### src/rtl/framebuffer_scanner.sv
// Reader side of the 1200-bit cell framebuffer: snapshots it at vblank and scans it
// out as 16x16-pixel cells with VGA timing on a half-rate pixel tick.
module framebuffer_scanner #(
  parameter logic [3:0] FG_RED   = 4'hF,
  parameter logic [3:0] FG_GREEN = 4'hF,
  parameter logic [3:0] BG_RED   = 4'h0,
  parameter logic [3:0] BG_GREEN = 4'h0,
  // Raster geometry in pixels/lines; defaults give 640x480@60 from a 50 MHz clock
  parameter int H_VIS  = 640,
  parameter int H_FP   = 16,
  parameter int H_SYNC = 96,
  parameter int H_BP   = 48,
  parameter int V_VIS  = 480,
  parameter int V_FP   = 10,
  parameter int V_SYNC = 2,
  parameter int V_BP   = 33
) (
  input  logic          clock,
  input  logic          reset_signal,
  input  logic [1199:0] data,
  output logic [3:0]    red_out,
  output logic [3:0]    green_out,
  output logic          h_sync_out,
  output logic          v_sync_out,
  output logic          vblank_start
);

  localparam logic [9:0] H_LAST    = 10'(H_VIS + H_FP + H_SYNC + H_BP - 1);
  localparam logic [9:0] V_LAST    = 10'(V_VIS + V_FP + V_SYNC + V_BP - 1);
  localparam logic [9:0] H_VIS_W   = 10'(H_VIS);
  localparam logic [9:0] V_VIS_W   = 10'(V_VIS);
  localparam logic [9:0] H_SYNC_LO = 10'(H_VIS + H_FP);
  localparam logic [9:0] H_SYNC_HI = 10'(H_VIS + H_FP + H_SYNC);
  localparam logic [9:0] V_SYNC_LO = 10'(V_VIS + V_FP);
  localparam logic [9:0] V_SYNC_HI = 10'(V_VIS + V_FP + V_SYNC);

  logic          phase_q, phase_d;
  logic [9:0]    hcount_q, hcount_d;
  logic [9:0]    vcount_q, vcount_d;
  logic [1199:0] shadow_q, shadow_d;
  logic [3:0]    red_q, red_d;
  logic [3:0]    green_q, green_d;
  logic          hsync_q, hsync_d;
  logic          vsync_q, vsync_d;
  logic          vblank_q, vblank_d;
  logic          visible;
  logic [10:0]   cell_idx;
  logic          cell_on;

  always_comb begin
    phase_d  = ~phase_q;
    hcount_d = hcount_q;
    vcount_d = vcount_q;
    shadow_d = shadow_q;
    red_d    = red_q;
    green_d  = green_q;
    hsync_d  = hsync_q;
    vsync_d  = vsync_q;
    vblank_d = 1'b0;

    visible  = (hcount_q < H_VIS_W) && (vcount_q < V_VIS_W);
    // Index is only formed inside the visible area so it never leaves 0..1199
    cell_idx = visible ? ({6'd0, vcount_q[8:4]} * 11'd40 + {5'd0, hcount_q[9:4]}) : 11'd0;
    cell_on  = visible && shadow_q[cell_idx];

    if (phase_q) begin
      hcount_d = (hcount_q == H_LAST) ? 10'd0 : hcount_q + 10'd1;
      if (hcount_q == H_LAST) begin
        vcount_d = (vcount_q == V_LAST) ? 10'd0 : vcount_q + 10'd1;
      end
      hsync_d = !((hcount_q >= H_SYNC_LO) && (hcount_q < H_SYNC_HI));
      vsync_d = !((vcount_q >= V_SYNC_LO) && (vcount_q < V_SYNC_HI));
      red_d   = visible ? (cell_on ? FG_RED : BG_RED) : 4'h0;
      green_d = visible ? (cell_on ? FG_GREEN : BG_GREEN) : 4'h0;
      // First tick of vertical blank: take the frame the writer has finished
      if ((hcount_q == 10'd0) && (vcount_q == V_VIS_W)) begin
        shadow_d = data;
        vblank_d = 1'b1;
      end
    end
  end

  always_ff @(posedge clock or negedge reset_signal) begin
    if (!reset_signal) begin
      phase_q  <= 1'b0;
      hcount_q <= 10'd0;
      vcount_q <= 10'd0;
      shadow_q <= '0;
      red_q    <= 4'h0;
      green_q  <= 4'h0;
      hsync_q  <= 1'b1;
      vsync_q  <= 1'b1;
      vblank_q <= 1'b0;
    end else begin
      phase_q  <= phase_d;
      hcount_q <= hcount_d;
      vcount_q <= vcount_d;
      shadow_q <= shadow_d;
      red_q    <= red_d;
      green_q  <= green_d;
      hsync_q  <= hsync_d;
      vsync_q  <= vsync_d;
      vblank_q <= vblank_d;
    end
  end

  assign red_out      = red_q;
  assign green_out    = green_q;
  assign h_sync_out   = hsync_q;
  assign v_sync_out   = vsync_q;
  assign vblank_start = vblank_q;

endmodule

### config.mk
export PLATFORM = sky130hd
export DESIGN_NAME = framebuffer_scanner
export DESIGN_NICKNAME = d
export VERILOG_FILES = /design/src/rtl/framebuffer_scanner.sv
export SDC_FILE = /design/constraint.sdc
export NUM_CORES = 2
export LEC_CHECK = 0
export ABC_AREA = 1
export CORE_AREA = 10 10 461 463
export CTS_BUF_LIST = sky130_fd_sc_hd__clkbuf_8
export CTS_CLUSTER_SIZE = 25
export DETAILED_ROUTE_END_ITERATION = 12
export DIE_AREA = 0 0 471 473
export GPL_ROUTABILITY_DRIVEN = 1
export PLACE_DENSITY = 0.48
export SLEW_MARGIN = 20
export SYNTH_ARGS = -nofsm -noshare
export SYNTH_HDL_FRONTEND = slang
export SYNTH_SLANG_ARGS = --single-unit
export TNS_END_PERCENT = 5
### constraint.sdc
create_clock -name clock -period 3.45 [get_ports clock]
set_input_delay 0.8625 -clock clock [delete_from_list [all_inputs] [get_ports clock]]
set_output_delay 0.8625 -clock clock [all_outputs]
set_load 0.01 [all_outputs]
[Yosys cells after proc, flatten, opt, wreduce, memory -nomap -nowiden]
Index checks and enable logic that the tools add are counted.
Storage, ports and cells
  register bits: 1228
  input bits: 1202
  output and inout port bits: 11
  word-level logic and storage cells: 42
Operators by class
  add/sub/neg operators: 3
  $mul: 1
  $lt $le $gt $ge: 7
  equality and inequality tests: 3
  multiplexer cells: 9
  bitwise operators: 1
  reduce and logical (&&, ||, !) cells: 10
Operator list (count)
  adder 10 x 1 -> 10 bit (second input constant): 2
  equality test 10 bit (second input constant): 2
  < comparator 10 bit (second input constant): 2
  < comparator 10 x 9 -> 1 bit (second input constant): 2
  2-to-1 mux 10 bit: 2
  < comparator 11 x 12 -> 1 bit (second input constant): 1
  adder 11 x 6 -> 11 bit: 1
  binary-select mux 1 bit (select 11 bit): 1
  2-to-1 mux 11 bit: 1
  equality test 10 x 9 -> 1 bit (second input constant): 1
  greater-or-equal comparator 10 bit (second input constant): 1
  greater-or-equal comparator 10 x 9 -> 1 bit (second input constant): 1
  logical NOT 10 bit: 1
  multiplier 5 x 3 -> 8 bit (second input constant): 1
  2-to-1 mux 4 bit: 2
  logical AND 1 bit: 5
  AND reduction 2 bit: 2
  2-to-1 mux 1 bit: 3
  logical NOT 1 bit: 2
  NOT 1 bit: 1

[Logic depth before layout (Yosys ltp)]
  depth after elaboration: 8
  mapped depth: 22
  depth with buffers taken out: 19

[Worst setup path after synthesis]
Ideal clock, no wire load.
  path type: reg2reg
  start point: register vcount_q[4]
  end point: register green_q[2], in the netlist green_out[2]
  library setup time: 0.117 ns
  arrival: 2.452 ns
  data required time: 3.333 ns
  slack: 0.880 ns
  stages on the path, launching flop included: 15
  path buffers: 2
  clock period less this slack: 2.570 ns
  path through: dfrtp_1 > ha_1 > ha_1 > nand2_1 > inv_1 > nor3_1 > clkbuf_1 > clkbuf_1 > nand3_1 > nand3_1 > nand3_1 > nand3_1 > nand3_1 > nand3_1 > nand2_1
On the way
  longest elaborated chain between the ends: 8
  elaborated cells on any way between the ends: 10
  those cells by class: add/sub: 1; mul: 1; order compare: 1; mux: 5; reduce/logical: 2
RTL lines
  start, declared: line 39  | logic [9:0] vcount_q, vcount_d;
  start signal, assigned: line 97  | vcount_q <= vcount_d;
  multiplier 5 x 3 -> 8 bit / < comparator 10 x 9 -> 1 bit (equally long branches): line 63, 61
  adder 11 x 6 -> 11 bit / logical AND 1 bit (equally long branches): line 63, 61
  2-to-1 mux 11 bit: line 63  | cell_idx = visible ? ({6'd0, vcount_q[8:4]} * 11'd40 + {5'd0, hcount_q[9:4]}) : 11'd0;
  binary-select mux 1 bit (select 11 bit): line 64  | cell_on = visible && shadow_q[cell_idx];
  2-to-1 mux 1 bit (not written as such): line 64
  logical AND 1 bit: line 64
  2-to-1 mux 4 bit: line 74  | green_d = visible ? (cell_on ? FG_GREEN : BG_GREEN) : 4'h0;
  2-to-1 mux 4 bit *: line 74
  end signal, assigned: line 100  | green_q <= green_d;
  end, declared: line 42  | logic [3:0] green_q, green_d;
Every way passes the cells marked *; elsewhere a longest branch is shown, timed or not. The select of a mux whose other input is x is not followed.
A chain may end at the register's enable or synchronous reset.

[Worst setup path in the final report]
  start point: register hcount_q[8]
  end point: register green_q[2], in the netlist green_out[2]
On the way
  longest elaborated chain between the ends: 8
  elaborated cells on any way between the ends: 9
  those cells by class: add/sub: 1; order compare: 1; mux: 5; reduce/logical: 2
RTL lines
  start, declared: line 38  | logic [9:0] hcount_q, hcount_d;
  start signal, assigned: line 96  | hcount_q <= hcount_d;
  < comparator 10 bit: line 61  | visible = (hcount_q < H_VIS_W) && (vcount_q < V_VIS_W);
  logical AND 1 bit: line 61
  2-to-1 mux 11 bit: line 63
  binary-select mux 1 bit (select 11 bit): line 64
  2-to-1 mux 1 bit (not written as such): line 64
  logical AND 1 bit: line 64
  2-to-1 mux 4 bit: line 74
  2-to-1 mux 4 bit *: line 74
Marked as above.

==> reports/qor.csv <==
stage,metric,value,unit
power,ir_worst_vdd,0.434,mV
sta,finalHoldViolations,0,
place,gp_congestion,0.904,
sta,fmax,0.302,GHz
global_routing,grt_pass1_wl,430,mm
drt,via_per_inst,4.99,
sta,timing.slew.headroom,0.263,
critical_path,startpoint_type,flop,
critical_path,reg2reg_depth,18,
yosys,synth.avg_cell_area,7.41,sq um
sta,worstMarginPinSlew,1.11,ns
power,powerDensity,382,mW/mm^2
sta,finalCriticalPeriod,3.31,ns
critical_path,r2r_end,green_out[2],
drt,post_drt_wl_per_cell,25.4,microns
critical_path,crit_type,flop to flop,
global_routing,grt_max_degree,196,
sta,post-route-period-util,0.960,
critical_path,worst_setup_path_end_kind,flop,
min_path,holdPathEnd,shadow_q[241],
critical_path,cp_max_fo,40,
flow_run,drv_cap,0,
cells_and_area,area_growth,36.4,%
sta,setup_viol,0,
clock_tree,cts_tree,yes,
clock_tree,cts_buffer_depth,3,
clock_tree,numClockSinks,1225,
critical_path,cp.arrival,4.18,ns
yosys,syn_inst,7948,
floorplan,start_util,0.289,
floorplan,die_area,0.223,sq mm
sta,slew_viol_final,0,
drt,wl,304,mm
yosys,ys_ff_latch,1225,
yosys,synth.distinct_cells,35,
clock_tree,clk_latency,1.02,ns
drt,ant_nets,0,
critical_path,slowest_stage,dfrtp_1,
sta,fin_ws,0.139,ns
min_path,worstHoldPathType,input pin to flop,
yosys,synth_warnings,0,
min_path,min_path_cells,3,
critical_path,cpPeakStageDelay,0.41,ns
outcome,status,finished clean,
place,pre_cts_ws,0.0386,ns
floorplan,die_y,473,microns
global_routing,grt_antenna_before_repair,63,
cells_and_area,finalNetCount,10300,
clock_tree,cts-root-buf,clkbuf_8,
critical_path,critPathTopFamily,simple AND/OR/NAND/NOR gates,
cells_and_area,fillers,21200,
power,p_leak,36.8,nW
cells_and_area,drive_gt1_frac,0.0675,
floorplan,io_pins,1213,
place,place_area,0.0752,sq mm
critical_path,cp_num_buf_inv,3,
critical_path,rr_startpoint,hcount_q[8],
global_routing,grt_pass1_vias,60000,
critical_path,regToRegSetupSlack,0.14,ns
drt,firstDrtPassIters,7,
drt,vias,59800,
clock_tree,cts_made_buffers,222,
clock_tree,h-tree-depth,4,
drt,first_iter_violations,6062,
place,place_hpwl,223,mm
sta,finClkSkew,0.0472,ns
critical_path,required,4.32,ns
global_routing,grt-ovfl-total,0,
min_path,hp-start,data[241],
place,portBuffers,1212,
floorplan,die_w,471,microns
floorplan,num_rows,166,
clock_tree,cts.reportedPaths.clkPinSlew,0.06,ns
global_routing,grt_util_all_layers,0.259,
yosys,ys_seq_area_frac,0.521,
critical_path,path_cells,inv_1 -> nand3_4 -> nand3_4 -> buf_12 -> buf_4 -> nand3_1 -> nand3_1 -> nand3_1 -> nand3_1 -> nand3_1 -> nand3_1 -> nand3_1 -> nand2_1 -> nand2_1 -> nand2_1 -> nand2_1 -> nand3_1 -> nand2_1,
sta,fin_tns_setup,0,ns
yosys,netlist_area,0.0589,sq mm
drt,drc,0,
floorplan,coreArea,0.204,sq mm
yosys,syn-num-nets,9165,
critical_path,crit_start,hcount_q[8],
cells_and_area,final_cell_area,0.0803,sq mm
critical_path,crit_top_cell,nand3_1,
-- report_power, final --
part	switching [mW]	total (mW)	internal [mW]
Sequential	0	14.4	14.4
Combinational	0.621	1.85	1.23
Clock	6.67	14.5	7.82
-- logic make-up (layout without fill, tap and decap cells) --
logic type | after synthesis | in the layout | synth area share
simple gates | 5844 | 5844 | 0.408
flops | 1225 | 1225 | 0.521
buf+inv | 699 | 2011 | 0.0505
compound gates | 157 | 157 | 0.0164
fa+ha+maj | 15 | 15 | 0.00344
xor+xnor | 8 | 8 | 0.00119
other cells | 0 | 39 | 0
-- flip-flops by register name, summed over array words and instances (netlist names) --
register	flops
h_sync_out	1
v_sync_out	1
phase_q	1
vcount_q	10
shadow_q	1200
vblank_start	1
green_out	1
hcount_q	10
-- per-stage QoR --
stage | hold slack [ns] | utilization | cells | total power [mW]
after floorplan | 0.449 | - | 7948 | 14.6
after global placement | 0.462 | 0.370 | 11500 | 16.5
after detailed placement | 0.465 | 0.370 | 11500 | 16.5
after CTS | 0.269 | 0.392 | 11900 | 31.1
after global routing | 0.294 | 0.394 | 12000 | 31.8
final | 0.384 | 0.395 | 12000 | 30.7
-- cell type report --
cell class | count | area (sq um) | share of cell area
Sequential cell | 1225 | 30700 | 0.382
Inverter | 119 | 513 | 0.00639
Antenna cell | 39 | 97.6 | 0.00122
Multi-Input combinational cell | 6024 | 25300 | 0.315
Clock inverter | 125 | 851 | 0.0106
Timing Repair Buffer | 1496 | 15800 | 0.196
Clock buffer | 271 | 3730 | 0.0464
Tap cell | 2688 | 3360 | 0.0419
-- what timing repair did --
| item | 4_1_cts | 5_1_grt |
|---|---|---|
| setup buffers | 0 | 2 |
| hold endpoints to repair | 71 | 0 |
| hold buffers | 1 | 0 |
| setup endpoints to repair | 0 | 1 |
| gates resized for setup | 0 | 27 |
-- cells in the final DEF (no fill, tap or decap), types with 3 or more instances in the layout --
master	instances
clkinv_8	3
nor4_1	8
diode_2	39
inv_6	7
o211ai_1	65
buf_12	89
ha_1	13
a21oi_1	13
inv_1	194
nand3_4	5
nand3_1	1125
dfrtp_1	1222
inv_8	4
nand4_1	226
buf_4	171
clkbuf_16	8
buf_16	11
o21ai_0	73
nand3_2	6
bufinv_16	10
clkinvlp_4	3
clkbuf_8	271
buf_6	5
xnor2_1	5
nor2_1	26
clkdlybuf4s50_1	1211
nor3_1	6
nand2_1	4433
clkinv_2	16
xor2_1	3
-- worst max path at each step --
| stage | end | slack (ns) | cells past startpoint |
|---|---|---|---|
| global route | green_out[2] | -0.002 | 18 |
| finish | green_out[2] | 0.14 | 18 |
| global placement | green_out[2] | -0.04 | 21 |
| detailed placement | green_out[2] | 0.04 | 21 |
| CTS | green_out[2] | 0.04 | 21 |
| floorplan | green_out[2] | 0.88 | 14 |
-- worst min-delay path: cells and delay by family --
family        cells  cell delay, ns
buf+inv           1            0.39
simple gates      2            0.10
-- synth_stat cells --
master     count  area share
fa_1           2     0.00068
a211oi_1       2     0.00026
a21oi_1       13      0.0011
o221ai_1       1     0.00015
xnor2_1        5     0.00074
o211ai_1      65      0.0083
dfrtp_1     1223        0.52
xor2_1         3     0.00045
clkbuf_4       1     0.00013
nand3_4        1     0.00030
buf_6          6      0.0011
a2bb2oi_1      1     0.00015
inv_1        110      0.0070
nand3_2        1     0.00017
nor2_4         2     0.00038
o22ai_1        1     0.00011
inv_2          5     0.00032
buf_4         22      0.0028
o21ai_0       73      0.0062
clkinv_1       4     0.00026
nand2_1     4435        0.28
a31oi_1        1     0.00011
clkbuf_1     357       0.023
nor4_1         8     0.00085
buf_2        173       0.015
dfstp_2        2     0.00089
nand4_1      226       0.024
nor3_1         7     0.00060
nand2_2        1     0.00011
or2_2          2     0.00021
nor3b_1        1     0.00013
buf_1         21      0.0013
ha_1          13      0.0028
nor2_1        26      0.0017
nand3_1     1134       0.096
-- per-layer routing --
layer	share of wire	global-route usage	vias to the layer above
li1	-	-	27700
met1	0.42	0.336	29100
met2	0.47	0.418	2456
met3	0.072	0.0553	480
met4	0.041	0.108	20
met5	0.00040	0	-
Note: power is estimated with default switching activity, not from simulation.
